--- src/rtl/mem_wb_stage.sv ---
// rtl/mem_wb_stage.sv - MEM/WB pipeline register with write-back select, load extraction and retire counter
// Optional feature macro: WB_LOAD_EXT_EN (sub-word load extraction with sign/zero extension)
module mem_wb_stage #(
  parameter int XLEN    = 32,
  parameter int RADDR_W = 5
) (
  input  logic               clk,
  input  logic               rst_n,
  input  logic               in_valid,
  input  logic               in_reg_write,
  input  logic [RADDR_W-1:0] in_rd,
  input  logic [1:0]         in_wb_sel,
  input  logic [XLEN-1:0]    in_alu_result,
  input  logic [XLEN-1:0]    in_mem_data,
  input  logic [XLEN-1:0]    in_pc_plus4,
  input  logic [XLEN-1:0]    in_imm,
  input  logic [2:0]         in_funct3,
  input  logic [1:0]         in_addr_lo,
  input  logic               stall,
  input  logic               flush,
  output logic               rf_we,
  output logic [RADDR_W-1:0] rf_waddr,
  output logic [XLEN-1:0]    rf_wdata,
  output logic [XLEN-1:0]    retire_count
);

  logic [XLEN-1:0] load_data;
  logic [XLEN-1:0] wb_data;

`ifdef WB_LOAD_EXT_EN
  // Sub-word lanes always come from the low 32 bits; narrower datapaths are zero-padded
  logic [31:0] mem_lo;
  logic [7:0]  byte_v;
  logic [15:0] half_v;

  generate
    if (XLEN >= 32) begin : g_mem_wide
      assign mem_lo = in_mem_data[31:0];
    end else begin : g_mem_narrow
      assign mem_lo = {{(32-XLEN){1'b0}}, in_mem_data};
    end
  endgenerate

  // Byte lane picked by full low address; halfword lane ignores address bit 0
  always_comb begin
    byte_v = mem_lo[{in_addr_lo, 3'b000} +: 8];
    half_v = mem_lo[{in_addr_lo[1], 4'b0000} +: 16];
  end

  // Load size/sign decode; unknown codes fall back to the full word
  always_comb begin
    load_data = in_mem_data;
    case (in_funct3)
      3'b000:  load_data = XLEN'($signed(byte_v));
      3'b100:  load_data = XLEN'(byte_v);
      3'b001:  load_data = XLEN'($signed(half_v));
      3'b101:  load_data = XLEN'(half_v);
      default: load_data = in_mem_data;
    endcase
  end
`else
  // Without sub-word extraction the load size and address bits have no effect
  logic unused_load_ctrl;
  assign unused_load_ctrl = ^{in_funct3, in_addr_lo};

  // Memory data is written back unmodified
  always_comb begin
    load_data = in_mem_data;
  end
`endif

  // Write-back source select
  always_comb begin
    wb_data = in_alu_result;
    case (in_wb_sel)
      2'b00:   wb_data = in_alu_result;
      2'b01:   wb_data = load_data;
      2'b10:   wb_data = in_pc_plus4;
      default: wb_data = in_imm;
    endcase
  end

  // Pipeline register: flush kills the write, stall holds, otherwise capture
  always_ff @(posedge clk or negedge rst_n) begin
    if (!rst_n) begin
      rf_we        <= 1'b0;
      rf_waddr     <= '0;
      rf_wdata     <= '0;
      retire_count <= '0;
    end else if (flush) begin
      rf_we <= 1'b0;
    end else if (!stall) begin
      rf_we    <= in_valid & in_reg_write & (in_rd != '0);
      rf_waddr <= in_rd;
      rf_wdata <= wb_data;
      if (in_valid) begin
        retire_count <= retire_count + XLEN'(1);
      end
    end
  end

endmodule

--- config.mk ---
export PLATFORM = sky130hd
export DESIGN_NAME = mem_wb_stage
export DESIGN_NICKNAME = d
export VERILOG_FILES = /design/src/rtl/mem_wb_stage.sv
export SDC_FILE = /design/constraint.sdc
export NUM_CORES = 1
export LEC_CHECK = 0
export BUFFER_PORTS_ARGS = -buffer_cell sky130_fd_sc_hd__buf_4
export CAP_MARGIN = 10
export CELL_PAD_IN_SITES_DETAIL_PLACEMENT = 0
export CELL_PAD_IN_SITES_GLOBAL_PLACEMENT = 1
export CORE_ASPECT_RATIO = 1.2
export CORE_MARGIN = 5
export CORE_UTILIZATION = 30
export CTS_CLUSTER_SIZE = 8
export DETAILED_ROUTE_END_ITERATION = 6
export PLACE_DENSITY_LB_ADDON = 0.05
export SLEW_MARGIN = 0
export SYNTH_ARGS = -nofsm -noshare
export SYNTH_HDL_FRONTEND = slang
export SYNTH_SLANG_ARGS = --single-unit
--- constraint.sdc ---
create_clock -name clk -period 1.6 [get_ports clk]
set_input_delay 0.24 -clock clk [delete_from_list [all_inputs] [get_ports clk]]
set_output_delay 0.24 -clock clk [all_outputs]
set_load 0.01 [all_outputs]
==> results of run 1 <==
-- critical path: cells and delay by family, from the launching register on --
family / cells / cell delay [ns]
flops: 1 / 0.40
buf+inv: 1 / 0.16
xor+xnor: 1 / 0.19
simple gates: 3 / 0.69
-- per-layer routing --
layer	vias up	wire (um)	GRT usage, %	share of wire (%)
met5	-	0	0	0
met2	124	6060	27.5	55
li1	1433	-	-	-
met3	28	884	5.00	8.0
met4	0	424	8.38	3.8
met1	1522	3730	15.8	34
-- cells by family (layout without fill, tap and decap cells) --
logic type,after synthesis,in the layout
flip-flops,70,70
multiplexers,70,70
buffers and inverters,19,258
AND/OR/NAND/NOR,62,62
XOR/XNOR,31,31
AO/OA/AOI/OAI,2,2
adder cells (fa/ha/maj),1,1
-- cell type report --
cell class | instances | area share [%]
flip-flops and latches | 70 | 29.0
clock inverters | 4 | 0.747
multi-input cells | 166 | 31.7
clock buffers | 12 | 4.25
inverters | 4 | 0.249
repair buffers | 238 | 30.7
well taps | 161 | 3.34
-- state kept, by name, summed over array words and instances (netlist names) --
register and count:
retire_count 32, rf_waddr 5, rf_wdata 32, rf_we 1
-- stage by stage --
stage	power [uW]	setup TNS [ns]	util (%)	hold WS (ns)	worst slack (ns)
finish	5610	0	49.8	0.129	0.0845
global route	5920	-0.261	49.8	0.124	-0.0505
floorplan	2750	-1.57	-	-0.0556	-0.0573
CTS	5730	0	49.4	0.121	0.0141
global placement	3660	0	46.9	0.284	0.0683
detailed placement	3670	0	46.9	0.283	0.0242
-- timing repair --
action / in CTS / in global routing
resized for setup: 0 / 6
hold buffers: 1 / 0
setup endpoints to repair: 0 / 12
hold endpoints to repair: 70 / 0
setup buffers: 0 / 2
-- worst max-delay path by stage --
stage                                from                to  cells after the start
after global placement    retire_count[1]  retire_count[28]                      5
final                     retire_count[4]  retire_count[29]                      5
after global routing      retire_count[0]  retire_count[26]                      5
after floorplan              in_wb_sel[0]       rf_wdata[0]                      4
after detailed placement  retire_count[6]  retire_count[29]                      4
after CTS                 retire_count[0]  retire_count[28]                      5
-- cell usage in the layout, fill, tap and decap left out --
cell type | Yosys | final
a21oi_1 | 1 | 1
and2_1 | 2 | 2
and3_1 | 3 | 3
and4_1 | 5 | 5
and4bb_2 | 1 | 1
buf_12 | 0 | 5
buf_4 | 0 | 232
bufinv_16 | 0 | 1
clkbuf_1 | 8 | 1
clkbuf_16 | 0 | 9
clkbuf_8 | 0 | 2
clkinv_2 | 0 | 3
dfrtp_1 | 70 | 70
dlygate4sd3_1 | 0 | 1
ha_1 | 1 | 1
inv_1 | 4 | 4
mux2_2 | 38 | 38
mux4_2 | 32 | 32
nand2_1 | 12 | 11
nand2_2 | 0 | 1
nand3_1 | 8 | 8
nand4_1 | 8 | 8
nand4_4 | 2 | 2
nor2_1 | 5 | 4
nor2_4 | 0 | 1
nor3_1 | 7 | 3
nor3_2 | 0 | 4
nor4_2 | 3 | 4
nor4_4 | 1 | 1
nor4b_4 | 1 | 1
o2111ai_1 | 1 | 1
or2_1 | 2 | 2
or4_1 | 1 | 1
xnor2_1 | 16 | 16
xor2_1 | 15 | 15
-- power by group --
part / internal [uW] / switching [uW]
logic: 907 / 553
clock network: 1280 / 727
registers: 2010 / 133
==> flow_metrics.tcl, run 1 <==
set metrics [dict create \
    first_global_vias 3580 \
    dr.pass1.iters 4 \
    clk_pin_slew_ns 0.06 \
    synth_top_area_cell "dfrtp_1" \
    setup_viol 0 \
    layout.nets 636 \
    dpl_cell_area_sq_um 5680 \
    synth_top_family_by_area "multiplexers" \
    totalWireLength_mm 11.1 \
    layout-drive-gt1-share_pct 68.2 \
    cpPeakStageDelay_ns 0.40 \
    leakage_uw 0.00289 \
    period_minus_slack_ns 1.52 \
    dp.cells 636 \
    peakVddDrop_mv 0.530 \
    die_h_um 132 \
    power_density_nw_per_um2 930 \
    grt_max_degree 71 \
    floorplan.initialDensity_pct 30.7 \
    tightest_slew_ns 0.392 \
    netlist.area_leader.share_pct 47.1 \
    netlist_instances 255 \
    r2r-end "retire_count[29]" \
    crit_fanout 8 \
    design_area_sq_um 6030 \
    portBuffers 210 \
    seq_area_frac_synth_pct 47.1 \
    drt-initial-drc-count 83 \
    cp-start-kind "flip-flop" \
    std_cell_rows 44 \
    rsz0062_at_grt "true" \
    yosys.area_share.simple_pct 11.5 \
    die_w_um 112 \
    yosysWarnings 0 \
    muxShareOfSynthArea_pct 30.9 \
    insertion_delay_ns 0.34 \
    status "finished clean" \
    dp_hpwl_mm 8.85 \
    root_buffer "clkbuf_16" \
    r2r-start "retire_count[4]" \
    area_delta_synth_final_pct 62.2 \
    htreeDepth 3 \
    path_cells "and3_1, buf_4, nand4_4, nor4_2, xor2_1" \
    numCtsBuffers 9 \
    r2r_cells 5 \
    globalRouteTotalUtil_pct 15.4 \
    regArea_sq_um 1750 \
    synthTopCellsByCount "dfrtp_1 (70), mux2_2 (38), mux4_2 (32), xnor2_1 (16), xor2_1 (15)" \
    grt_pass1_wl_mm 18.0 \
    hold_class "in -> reg" \
    drv_cap 0 \
    vias_per_cell 4.74 \
    diodes 0 \
    relSlewSlack_pct 73.8 \
    cp.required_ns 1.85 \
    post-route-period-util_pct 94.7 \
    fin_cells 655 \
    die_area_sq_um 14700 \
    whs_path_depth 2 \
    gp_congestion 0.763 \
    fmax_mhz 660 \
    antenna_found_initial 0 \
    fillers 1114 \
    synthFlopType "dfrtp_1" \
    synth.distinct_cells 28 \
    multi_input_area_sq_um 1910 \
    hold_violations 0 \
    synthesis.nets 402 \
    syn_area_sq_um 3720 \
    core_region_area_sq_um 12100 \
    ant_nets 0 \
    cp_slowest_cell "dfrtp_1" \
    synth-compound-area-share_pct 0.370 \
    fin_skew_ns 0.00867 \
    cts_tree "built" \
    ys_seq_elements 70 \
    synthXorXnorAreaFrac_pct 7.30 \
    end_kind "flip-flop" \
    finalMaxSlewViolations 0 \
    cts.sinks 70 \
    reg2reg_slack_ns 0.08 \
    syn_area_per_cell_sq_um 14.6 \
    yosys.area_share.adder_pct 0.336 \
    grt_remaining_overflow 0 \
    synthTopCellsByArea "dfrtp_1 (47%), mux4_2 (19%), mux2_2 (12%), xnor2_1 (3.8%), xor2_1 (3.5%)" \
    pin_count 216 \
    drc 0 \
    vias 3107 \
    arrival_ns 1.77 \
    min_from "flush" \
    holdPathEnd "rf_we" \
    synth_edf_count 0 \
    cts.path.max_buffers 2 \
    wl_per_cell_um 17.0 \
    critPathKind "reg -> reg" \
    async_flop_share_pct 100 \
    synthMostInstantiatedCell "dfrtp_1" \
]
Note: power is estimated with default switching activity, not from simulation.
==> run 2, diff against run 1 <==
Settings changed: PLACE_DENSITY_LB_ADDON 0.05 to 0.08.
==> flow_metrics.tcl, run 2 (synthesis gave the netlist of run 1 again) <==
set metrics [dict create \
    final_common_cell "buf_4" \
    holdPathEnd "rf_we" \
    tightest_slew_ns 0.412 \
    post-route-period-util_pct 97.4 \
    crit_fanout 8 \
    ant_nets 0 \
    vias_per_cell 4.75 \
    cts_tree "built" \
    leakage_uw 0.00291 \
    die_area_sq_um 14700 \
    antenna_found_initial 0 \
    cpPeakStageDelay_ns 0.37 \
    path_cells "ha_1, and4bb_2, nand4_4, nor3_2, xor2_1" \
    layout-drive-gt1-share_pct 69.3 \
    finalMaxSlewViolations 0 \
    std_cell_rows 44 \
    relSlewSlack_pct 72.5 \
    hold_class "in -> reg" \
    grt_max_degree 34 \
    cp.required_ns 1.86 \
    numCtsBuffers 9 \
    htreeDepth 3 \
    area_delta_synth_final_pct 62.9 \
    root_buffer "clkbuf_16" \
    critPathBufInv 0 \
    design_area_sq_um 6060 \
    first_global_vias 3424 \
    floorplan.initialDensity_pct 30.7 \
    setup_viol 0 \
    grt_pass1_wl_mm 17.9 \
    portBuffers 210 \
    die_h_um 132 \
    pin_count 216 \
    holdWs_ns 0.126 \
    dpl_cell_area_sq_um 5680 \
    cp-start-kind "flip-flop" \
    drv_cap 0 \
    critPathKind "reg -> reg" \
    grt_remaining_overflow 0 \
    cp.depth 5 \
    drc 0 \
    reg.largest.list "retire_count (32), rf_wdata (32), rf_waddr (5)" \
    arrival_ns 1.81 \
    wl_per_cell_um 17.5 \
    dr.pass1.iters 4 \
    dp_hpwl_mm 9.35 \
    r2r_cells 5 \
    globalRouteTotalUtil_pct 15.4 \
    reg2reg_slack_ns 0.04 \
    power_density_nw_per_um2 917 \
    min_from "flush" \
    cts.sinks 70 \
    totalWireLength_mm 11.5 \
    r2r-start "retire_count[0]" \
    clk_pin_slew_ns 0.06 \
    gp_congestion 0.720 \
    r2r-end "retire_count[22]" \
    insertion_delay_ns 0.33 \
    vias 3115 \
    post-route-util_pct 50.0 \
    die_w_um 112 \
    path_delay_family "simple AND/OR/NAND/NOR gates" \
    fmax_mhz 642 \
    gr-usage-met2_pct 27.4 \
    use_met1_pct 16.5 \
    period_minus_slack_ns 1.56 \
    drt-initial-drc-count 58 \
    top_usage_layer "met2" \
    mostFrequentLayoutCells "buf_4 (233), dfrtp_1 (70), mux2_2 (38)" \
    cp_slowest_cell "dfrtp_1" \
    met3_usage_pct 6.70 \
    end_kind "flip-flop" \
    whs_path_depth 2 \
    core_region_area_sq_um 12100 \
    peakVddDrop_mv 0.414 \
    rsz0062_at_grt "true" \
    layout.nets 637 \
    cts.path.max_buffers 2 \
    fin_skew_ns 0.00418 \
    fin_total_pwr_uw 5550 \
    status "finished clean" \
    diodes 0 \
    hold_violations 0 \
]
## run 2: cell count changes in the layout (fill, tap and decap cells not counted), sizes merged
cell,delta
clkbuf,+1
clkinv,-1
buf,+1
bufinv,-1
clkinvlp,+1
## run 2: through the flow
step                      setup TNS [ns]  std cells  setup WS, ns
after floorplan                    -1.57        255       -0.0573
after global placement                 0        637        0.0128
after detailed placement               0        637       0.00232
after CTS                              0        654        0.0155
after global routing             -0.0735        656       -0.0304
final                                  0        656        0.0417
## run 2: report_power, final
group	leakage (uW)	internal [uW]	switching (uW)	total (uW)
sequential	0.000877	2010	130	2140
clock	0.000142	1170	728	1900
combinational	0.00189	932	586	1520
total	0.00291	4110	1440	5550
## run 2: routing by layer
metal / vias up / share of wire (%)
met2: 124 / 54
met3: 10 / 9.1
met1: 1543 / 35
met5: - / 0
met4: 0 / 1.3
li1: 1438 / -
## run 2: cell type report
cell class	instances	area [sq um]
multi-input combinational	166	1940
inverter	4	15.0
tap	161	201
sequential	70	1750
clock buffer	13	270
clock inverter	3	17.5
timing repair buffer	239	1860
fill	1098	6050
## run 2: what timing repair did
| action | CTS | global route |
|---|---|---|
| setup endpoints to repair | 1 | 12 |
| hold buffers | 1 | 0 |
| hold endpoints to repair | 27 | 0 |
| pin swaps | 0 | 6 |
| resized for setup | 1 | 12 |
| setup buffers | 0 | 2 |
## run 2: worst max path at each step
| stage | start | end | slack (ns) |
|---|---|---|---|
| global placement | retire_count[1] | retire_count[28] | 0.01 |
| detailed placement | retire_count[0] | retire_count[28] | 0.002 |
| CTS | retire_count[0] | retire_count[22] | 0.02 |
| finish | retire_count[0] | retire_count[22] | 0.04 |
| floorplan | in_wb_sel[0] | rf_wdata[0] | -0.06 |
| global route | retire_count[1] | retire_count[16] | -0.03 |
==> run 3, diff against run 2 <==
--- a/config.mk
+++ b/config.mk
@@ -16,4 +16,5 @@
 export DETAILED_ROUTE_END_ITERATION = 6
 export PLACE_DENSITY_LB_ADDON = 0.08
+export RECOVER_POWER = 100
 export SLEW_MARGIN = 0
 export SYNTH_ARGS = -nofsm -noshare
==> constraint.sdc (replaced) <==
create_clock -name clk -period 1.6 [get_ports clk]
set_input_delay 0.08 -clock clk [delete_from_list [all_inputs] [get_ports clk]]
set_output_delay 0.08 -clock clk [all_outputs]
set_load 0.01 [all_outputs]
==> flow_metrics.tcl, run 3 (synthesis gave the netlist of run 1 again) <==
set metrics [dict create \
    area_delta_synth_final_pct 56.5 \
    gp_congestion 0.715 \
    dp_hpwl_mm 9.35 \
    drt-initial-drc-count 89 \
    cpPeakStageDelay_ns 0.54 \
    diodes 0 \
    layout-drive-gt1-share_pct 54.4 \
    vias_per_cell 4.73 \
    reg.largest.list "retire_count (32), rf_wdata (32), rf_waddr (5)" \
    end_kind "flip-flop" \
    wl_per_cell_um 17.3 \
    path_cells "dlygate4sd3_1, buf_4, and4bb_2, nand4_4, nor3_2, xor2_1" \
    cts_tree "built" \
    drv_cap 0 \
    totalWireLength_mm 11.4 \
    tightest_slew_ns 0.742 \
    period_minus_slack_ns 1.54 \
    grt_remaining_overflow 0 \
    cts.path.max_buffers 2 \
    cp_slowest_cell "dlygate4sd3_1" \
    setup_viol 0 \
    cts.sinks 70 \
    hold_violations 0 \
    cp.required_ns 1.85 \
    dr.pass1.iters 3 \
    status "finished clean" \
    mostFrequentLayoutCells "buf_4 (163), dfrtp_1 (70), clkbuf_1 (67)" \
    final_common_cell "buf_4" \
    post-route-period-util_pct 96.0 \
    hold_class "in -> reg" \
    grt_max_degree 43 \
    leakage_uw 0.00264 \
    portBuffers 210 \
    layout.nets 641 \
    root_buffer "clkbuf_16" \
    core_region_area_sq_um 12100 \
    drc 0 \
    die_area_sq_um 14700 \
    fillers 1162 \
    critPathKind "in -> reg" \
    arrival_ns 1.78 \
    insertion_delay_ns 0.33 \
    dpl_cell_area_sq_um 5680 \
    finalMaxSlewViolations 0 \
    multi_input_area_sq_um 1930 \
    htreeDepth 3 \
    std_cell_rows 44 \
    ant_nets 0 \
    antenna_found_initial 0 \
    post_cts_buffers 0 \
    pin_count 216 \
    regArea_sq_um 1750 \
    floorplan.initialDensity_pct 30.7 \
    fin_skew_ns 0.00493 \
    vias 3118 \
    peakVddDrop_mv 0.518 \
    clk_pin_slew_ns 0.06 \
    numCtsBuffers 9 \
    grt_pass1_wl_mm 18.8 \
    design_area_sq_um 5820 \
    globalRouteTotalUtil_pct 16.1 \
    die_w_um 112 \
    holdWs_ns 0.0285 \
    relSlewSlack_pct 50.5 \
    crit_fanout 8 \
    die_h_um 132 \
    rsz0062_at_grt "true" \
    fmax_mhz 651 \
    power_density_nw_per_um2 913 \
    first_global_vias 3638 \
    cp-start-kind "input port" \
]
## run 3: changes by cell type in the layout (fill, tap and decap cells not counted), moves of 2 or more
cell | previous run | this run
and4_2 | 2 | 0
buf_4 | 233 | 163
clkbuf_1 | 1 | 67
dlygate4sd3_1 | 1 | 7
nor3_1 | 0 | 3
nor3_2 | 6 | 4
## run 3: final cells by class
class | count | area share (%)
inverter | 4 | 0.258
clock inverter | 4 | 0.387
multi-input combinational | 166 | 33.2
tap | 161 | 3.46
clock buffer | 11 | 4.34
timing repair buffer | 243 | 28.2
sequential | 70 | 30.1
## run 3: repair_timing
| action | 4_1_cts | 5_1_grt |
|---|---|---|
| endpoints found under the setup margin | 0 | 10 |
| hold buffers | 7 | 0 |
| hold endpoints to repair | 34 | 0 |
| gates resized for setup | 0 | 11 |
## run 3: layer usage
metal	wire, um	up-vias	global-route usage (%)
met2	6050	126	27.8
met5	0	-	0
met3	937	15	5.79
met4	258	0	6.15
met1	4150	1529	18.1
li1	-	1448	-
## run 3: path summary, 6_finish.rpt
kind	from	to	slack, ns	depth (start not counted)
max reg2reg	retire_count[1]	retire_count[22]	0.07	5
min reg2reg	retire_count[31]	retire_count[31]	0.49	1
min in group asynchronous	rst_n	rf_waddr[2]	0.35	2
min	in_reg_write	rf_we	0.03	3
max in group asynchronous	rst_n	retire_count[26]	0.42	3
max	flush	retire_count[22]	0.06	6
## run 3: worst max-delay path: cells and delay by family
family / cells / cell delay (ns)
simple gates: 3 / 0.82
buf+inv: 2 / 0.71
xor+xnor: 1 / 0.17
## run 3: metrics by stage
stage / total power, uW / TNS [ns] / utilization (%) / instances / setup WS (ns)
4_1_cts: 5600 / 0 / 49.8 / 659 / 0.000847
5_1_grt: 5590 / -0.0681 / 48.0 / 659 / -0.0308
3_5_place_dp: 3710 / 0 / 46.9 / 637 / 0.0136
3_3_place_gp: 3690 / 0 / 46.9 / 637 / 0.0213
2_1_floorplan: 2750 / 0 / - / 255 / 0.0392
6_report: 5310 / 0 / 48.0 / 659 / 0.0639
## run 3: power by group
| part | total [uW] | internal (uW) | leakage [uW] | switching [uW] |
|---|---|---|---|---|
| Sequential | 2140 | 2010 | 0.000877 | 128 |
| Clock | 1840 | 1120 | 0.000137 | 725 |
| Combinational | 1340 | 753 | 0.00163 | 583 |
